$ cat config.mk
export PLATFORM = sky130hd
export DESIGN_NAME = i2c_scl_gen
export DESIGN_NICKNAME = d
export VERILOG_FILES = /design/src/rtl/i2c_scl_gen.sv
export SDC_FILE = /design/constraint.sdc
export NUM_CORES = 1
export LEC_CHECK = 0
export CAP_MARGIN = 25
export CORE_ASPECT_RATIO = 0.8
export CORE_MARGIN = 1
export CORE_UTILIZATION = 55
export DETAILED_ROUTE_END_ITERATION = 12
export PLACE_DENSITY = 0.83
export RECOVER_POWER = 100
export REMOVE_ABC_BUFFERS = 1
export SLEW_MARGIN = 10
export SYNTH_ARGS = -nofsm -noshare
export SYNTH_HDL_FRONTEND = slang
export SYNTH_SLANG_ARGS = --single-unit
$ cat constraint.sdc
create_clock -name clk -period 5.3 [get_ports clk]
set_input_delay 0.795 -clock clk [delete_from_list [all_inputs] [get_ports clk]]
set_output_delay 0.795 -clock clk [all_outputs]
set_load 0.01 [all_outputs]
$ cat src/rtl/i2c_scl_gen.sv
// I2C SCL generator: four registered quarter-phases with phase strobes.
// Optional clock-stretch freeze of the high phase: define I2C_CLK_STRETCH_EN.
module i2c_scl_gen #(
    parameter int DIV_W       = 16,
    parameter int DIV_DEFAULT = 249,
    parameter int SYNC_STAGES = 2
) (
    input  logic             clk,
    input  logic             rst,
    input  logic             en_i,
    input  logic [DIV_W-1:0] div_i,
    input  logic             scl_i,
    output logic             scl_o,
    output logic             fall_stb,
    output logic             chg_stb,
    output logic             rise_stb,
    output logic             smp_stb,
    output logic [1:0]       phase_o,
    output logic             stretch_o
);

    typedef enum logic {
        IDLE,
        RUN
    } state_e;

    localparam logic [DIV_W-1:0] DEF_DIV = DIV_W'(DIV_DEFAULT);
    localparam logic [DIV_W-1:0] STR_MIN = DIV_W'(SYNC_STAGES + 1);

    state_e           state_q, state_d;
    logic [DIV_W-1:0] cnt_q, cnt_d;
    logic [DIV_W-1:0] div_q, div_d;
    logic [1:0]       ph_q, ph_d;
    logic             scl_q, scl_d;
    logic [3:0]       stb_q, stb_d;
    logic             str_q, str_d;
    logic [DIV_W-1:0] div_eff;
    logic             stall;

    assign div_eff = (div_i == '0) ? DEF_DIV : div_i;

`ifdef I2C_CLK_STRETCH_EN
    logic [SYNC_STAGES-1:0] sync_q;

    always_ff @(posedge clk or negedge rst) begin
        if (!rst) sync_q <= '1;
        else      sync_q <= {sync_q[SYNC_STAGES-2:0], scl_i};
    end

    // Wait out the synchroniser lag so our own low phase is not seen as a stretch.
    assign stall = (state_q == RUN) && (ph_q == 2'd2) &&
                   (cnt_q >= STR_MIN) && !sync_q[SYNC_STAGES-1];
`else
    logic unused_scl;
    assign unused_scl = scl_i;
    assign stall      = 1'b0;
`endif

    always_comb begin
        state_d = state_q;
        cnt_d   = cnt_q;
        div_d   = div_q;
        ph_d    = ph_q;
        stb_d   = 4'b0000;
        str_d   = 1'b0;
        if (!en_i) begin
            state_d = IDLE;
            cnt_d   = '0;
            ph_d    = 2'd0;
        end else if (state_q == IDLE) begin
            state_d = RUN;
            cnt_d   = '0;
            ph_d    = 2'd0;
            div_d   = div_eff;
            stb_d   = 4'b0001;
        end else if (stall) begin
            str_d = 1'b1;
        end else if (cnt_q == div_q) begin
            cnt_d = '0;
            ph_d  = ph_q + 2'd1;
            stb_d = 4'b0001 << ph_d;
            if (ph_q == 2'd3) div_d = div_eff;
        end else begin
            cnt_d = cnt_q + 1'b1;
        end
        scl_d = (state_d == IDLE) | ph_d[1];
    end

    always_ff @(posedge clk or negedge rst) begin
        if (!rst) begin
            state_q <= IDLE;
            cnt_q   <= '0;
            div_q   <= DEF_DIV;
            ph_q    <= 2'd0;
            scl_q   <= 1'b1;
            stb_q   <= 4'b0000;
            str_q   <= 1'b0;
        end else begin
            state_q <= state_d;
            cnt_q   <= cnt_d;
            div_q   <= div_d;
            ph_q    <= ph_d;
            scl_q   <= scl_d;
            stb_q   <= stb_d;
            str_q   <= str_d;
        end
    end

    assign scl_o     = scl_q;
    assign fall_stb  = stb_q[0];
    assign chg_stb   = stb_q[1];
    assign rise_stb  = stb_q[2];
    assign smp_stb   = stb_q[3];
    assign phase_o   = ph_q;
    assign stretch_o = str_q;

endmodule

# After elaboration in Yosys (flattened, before gate mapping)
# Index checks and enable logic that the tools add are counted.
[word_totals]
ramBits = 0
n_memories = 0
wordCells = 33
register_bits = 40
rom_bits = 0
input_bits = 20
latchBits = 0
output_inout_bits = 8
[op_classes]
n_eq_ne = 5
n_addsub = 2
n_reduce_logical = 2
magnitude_cmp = 0
multipliers = 0
bitwise_logic = 2
muxes = 14
shift = 1
n_div = 0
[ops]
columns = ["op", "count"]
rows = [
  ["$mux W16", 7],
  ["$add A16 B1 Y16 const B", 1],
  ["$eq A16 B16 Y1", 1],
  ["$logic_not A16 Y1", 1],
  ["$mux W4", 3],
  ["$mux W2", 3],
  ["$ne A2 B1 Y1 const B", 2],
  ["$shl A1 B2 Y4 const A", 1],
  ["$ne A3 B2 Y1 const B", 1],
  ["$reduce_and A3 Y1", 1],
  ["$add A2 B1 Y2 const B", 1],
  ["$eq A2 B2 Y1 const B", 1],
  ["$mux W1", 1],
  ["$not A1 Y1", 1],
  ["$or A1 B1 Y1", 1],
]

# Depth between registers and ports, before layout
[logic_depth]
word_depth = 5
depth_mapped = 8
ltp_nobuf = 6

# Worst setup path after synthesis
# No wires, ideal clock.
[synth_path]
kind = "register to register"
startpoint = "register div_q[0]"
endpoint = "register div_q[11]"
setup_slack_ns = 3.472
setup_ns = 0.126
required_ns = 5.174
path_stages_with_launch = 7
synth_period_minus_slack_ns = 1.828
arrival_ns = 1.702
path_buffers = 1
cell_sequence = "dfstp_2 -> xnor2_1 -> nand4_1 -> nor4_4 -> a21oi_2 -> buf_6 -> a221o_1"
[synth_via]
elab_chain_cells = 3
[synth_rtl]
columns = ["element", "line_no", "rtl"]
rows = [
  ["start, declared", "32", "logic [DIV_W-1:0] div_q, div_d;"],
  ["start signal, assigned", "101", "div_q <= div_d;"],
  ["$eq A16 B16 Y1", "78", "end else if (cnt_q == div_q) begin"],
  ["$ne A2 B1 Y1 (no line)", "n/a", ""],
  ["$reduce_and A3 Y1 (no line)", "n/a", ""],
]
# No other way between the ends.
# A chain may end at the register's enable or synchronous reset.

# Worst setup path in the final report
[layout_path]
startpoint = "register div_q[3]"
endpoint = "register div_q[15]"
# Same word-level chain as after synthesis.

==> results.json <==
{
  "dieArea_sq_um": 4060,
  "p_comb_share_pct": 11.0,
  "critPathLaunchType": "flip-flop",
  "cts_setup_buffers": 0,
  "synthCells": 202,
  "start_util_pct": 59.2,
  "yosysSeqAreaShare_pct": 48.2,
  "status": "finished with violations",
  "intPower_mw": 0.481,
  "grt_overflow": 0,
  "die_w_um": 71.0,
  "p_leak_nw": 1.04,
  "min_period_ps": 3060,
  "max_cap_viol_count": 1,
  "power_per_cell_area_nw_per_um2": 263,
  "swShare_pct": 24.5,
  "irDropWorstVdd_mv": 0.214,
  "cts.path.max_buffers": 2,
  "cts_buffers": 5,
  "cts_max_level": 2,
  "power.switching_mw": 0.156,
  "pre_cts_slack_ps": 2490,
  "num_io_pins": 28,
  "wl_per_cell_um": 16.2,
  "worst_pin_slew_ps": 2100,
  "fillers": 260,
  "place.port_buffers": 25,
  "core_sq_um": 3540,
  "worst_slack_ps": 2240,
  "drive_above_1_share_pct": 7.11,
  "first_pass_iters": 4,
  "synth_area_per_cell_sq_um": 10.4,
  "power_frac_clock_pct": 35.4,
  "finalCritPeriodShare_pct": 57.7,
  "syn-cell-area_sq_um": 2100,
  "drc": 0,
  "worst_setup_path_end_kind": "flip-flop",
  "worstPathRequired_ps": 5490,
  "drt_iter0_markers": 116,
  "gp_congestion": 0.792,
  "max_slew_margin_pct": -39.9,
  "violations": "max-capacitance violations, max-slew violations",
  "hold_buffers": 0,
  "fin_cells": 267,
  "utilization_pct": 68.5,
  "n_antenna_cell": 0,
  "regArea_sq_um": 1010,
  "seqPwrFrac_pct": 53.6,
  "drt-vias-per-instance": 5.71,
  "grt_pass1_wl_mm": 7.09,
  "syn_to_final_growth_pct": 15.7,
  "fmax_mhz": 327,
  "clockRootBuffer": "clkbuf_8",
  "cp_cell_sequence": "xnor2_1, nand4_1, nor4_4, clkbuf_1, a21oi_1, a221o_1",
  "groute.usage.overall_pct": 23.7,
  "crit_path_top_delay_cell": "clkbuf_1",
  "antenna_found_initial": 0,
  "dp_cells": 259,
  "multiInputGateArea_sq_um": 996,
  "path_class": "flip-flop to flip-flop",
  "setup_viol": 0,
  "cts_resized": 0,
  "ys_types": 31,
  "cp.arrival_ps": 3240,
  "slew_violations": 41,
  "ys_warn_count": 0,
  "yosys.area.top_type": "dfrtp_1",
  "fp.dieH_um": 57.2,
  "clk_latency_ps": 300,
  "grt_max_degree": 41,
  "clkTransAtPathRegs_ps": 80,
  "hp-class": "flip-flop to flip-flop",
  "rsz0062_at_grt": "no",
  "setup_tns_ps": 0,
  "finalPower_mw": 0.638,
  "routed_wirelength_mm": 4.33,
  "nets": 250,
  "grt_pass1_vias": 1479,
  "cts_tree": "built",
  "synth_top_area_share_pct": 39.4,
  "ys_ff_latch": 40,
  "cts.sinks": 40,
  "vias": 1524,
  "ant_nets": 0,
  "slowest_delay_ps": 690,
  "rows": 19,
  "synthTopCellsByArea": "dfrtp_1 39%, xnor2_1 9.2%, dfstp_2 8.8%",
  "cp_max_fo": 22,
  "fin_skew_ps": 6.22,
  "dpl.hpwl_mm": 2.99,
  "finalHoldViolations": 0
}
-- layer usage --
layer  part of all wire [%]  global-route usage (%)  up-vias
li1                       -                       -      737
met1                     51                    34.5      736
met2                     42                    33.4       42
met3                    5.1                    5.83        9
met5                      0                       0        -
met4                    1.8                    11.1        0
-- placed cells by master, fill, tap and decap left out, drive strengths merged, types with 2 or more instances in the layout --
cell	n
xor2	8
nand2	18
o21ai	2
a21oi	2
xnor2	23
nor4	6
clkbuf	10
and2	5
o221ai	6
and3	11
or2	2
a221o	10
clkdlybuf4s50	16
dfstp	7
nor2	21
ha	6
dlygate4sd3	8
nor2b	9
dfrtp	33
nand4	9
nand3	4
inv	5
-- power by group through the flow --
stage	Sequential, mW	Combinational (mW)	Clock [mW]
after floorplan	0.343	0.0394	0
after global placement	0.347	0.0687	0
after detailed placement	0.347	0.0712	0
after CTS	0.342	0.0716	0.228
after global routing	0.343	0.0771	0.236
final	0.342	0.0701	0.226
-- per-stage QoR --
| stage | hold slack (ps) | cell area (sq um) |
|---|---|---|
| floorplan | 491 | 2030 |
| detailed placement | 526 | 2330 |
| global route | 554 | 2420 |
| finish | 543 | 2420 |
| CTS | 544 | 2430 |
| global placement | 521 | 2330 |
-- critical path: cells and delay by family, from the launching register on --
kind	cells	cell delay [ps]
xor gates and xnor gates	1	140
and+or+nand+nor	2	490
AOI/OAI and AO/OA	2	1030
buffers and inverters	1	690
DFF	1	570
-- cells in the mapped netlist (all sizes together) --
cell type  number
dfrtp          33
xnor2          23
nor2           21
nand2          18
and3           11
a221o          10
nand4           9
nor2b           9
xor2            8
dfstp           7
clkbuf          6
ha              6
nor4            6
o221ai          6
and2            5
buf             5
inv             5
nand3           4
a21oi           2
o21ai           2
or2             2
conb            1
mux2i           1
nor3            1
or3             1
-- state kept, by name, indices dropped and copies added, names as in the netlist --
name	cells
stb_q	4
state_q	1
cnt_q	16
div_q	16
scl_o	1
phase_o	2
-- cell type report --
type	instances	area share, %
Timing Repair Buffer	26	10.2
Multi-Input combinational cell	146	41.1
Clock buffer	8	4.13
Tap cell	42	2.17
Inverter	5	0.774
Sequential cell	40	41.6
-- cell families after synthesis --
| family | share of synthesized area (%) |
|---|---|
| mux | 0.478 |
| buf+inv | 4.12 |
| compound gates | 8.42 |
| fa+ha+maj | 3.58 |
| simple gates | 21.7 |
| other cells | 0.179 |
| flops | 48.2 |
| xor+xnor | 13.3 |
-- path summary, 6_finish.rpt --
check	start	to	slack, ps	cells past startpoint
min in group asynchronous	rst	stb_q[3]$_DFF_PN0_	1090	1
min	cnt_q[0]$_DFF_PN0_	cnt_q[0]$_DFF_PN0_	540	1
max in group asynchronous	rst	cnt_q[6]$_DFF_PN0_	3010	1
max	div_q[3]$_DFFE_PN1P_	div_q[15]$_DFFE_PN0P_	2240	6
max reg2reg	div_q[3]$_DFFE_PN1P_	div_q[15]$_DFFE_PN0P_	2240	6
min reg2reg	cnt_q[0]$_DFF_PN0_	cnt_q[0]$_DFF_PN0_	540	1
No activity file was read; power rests on OpenSTA's default activity.
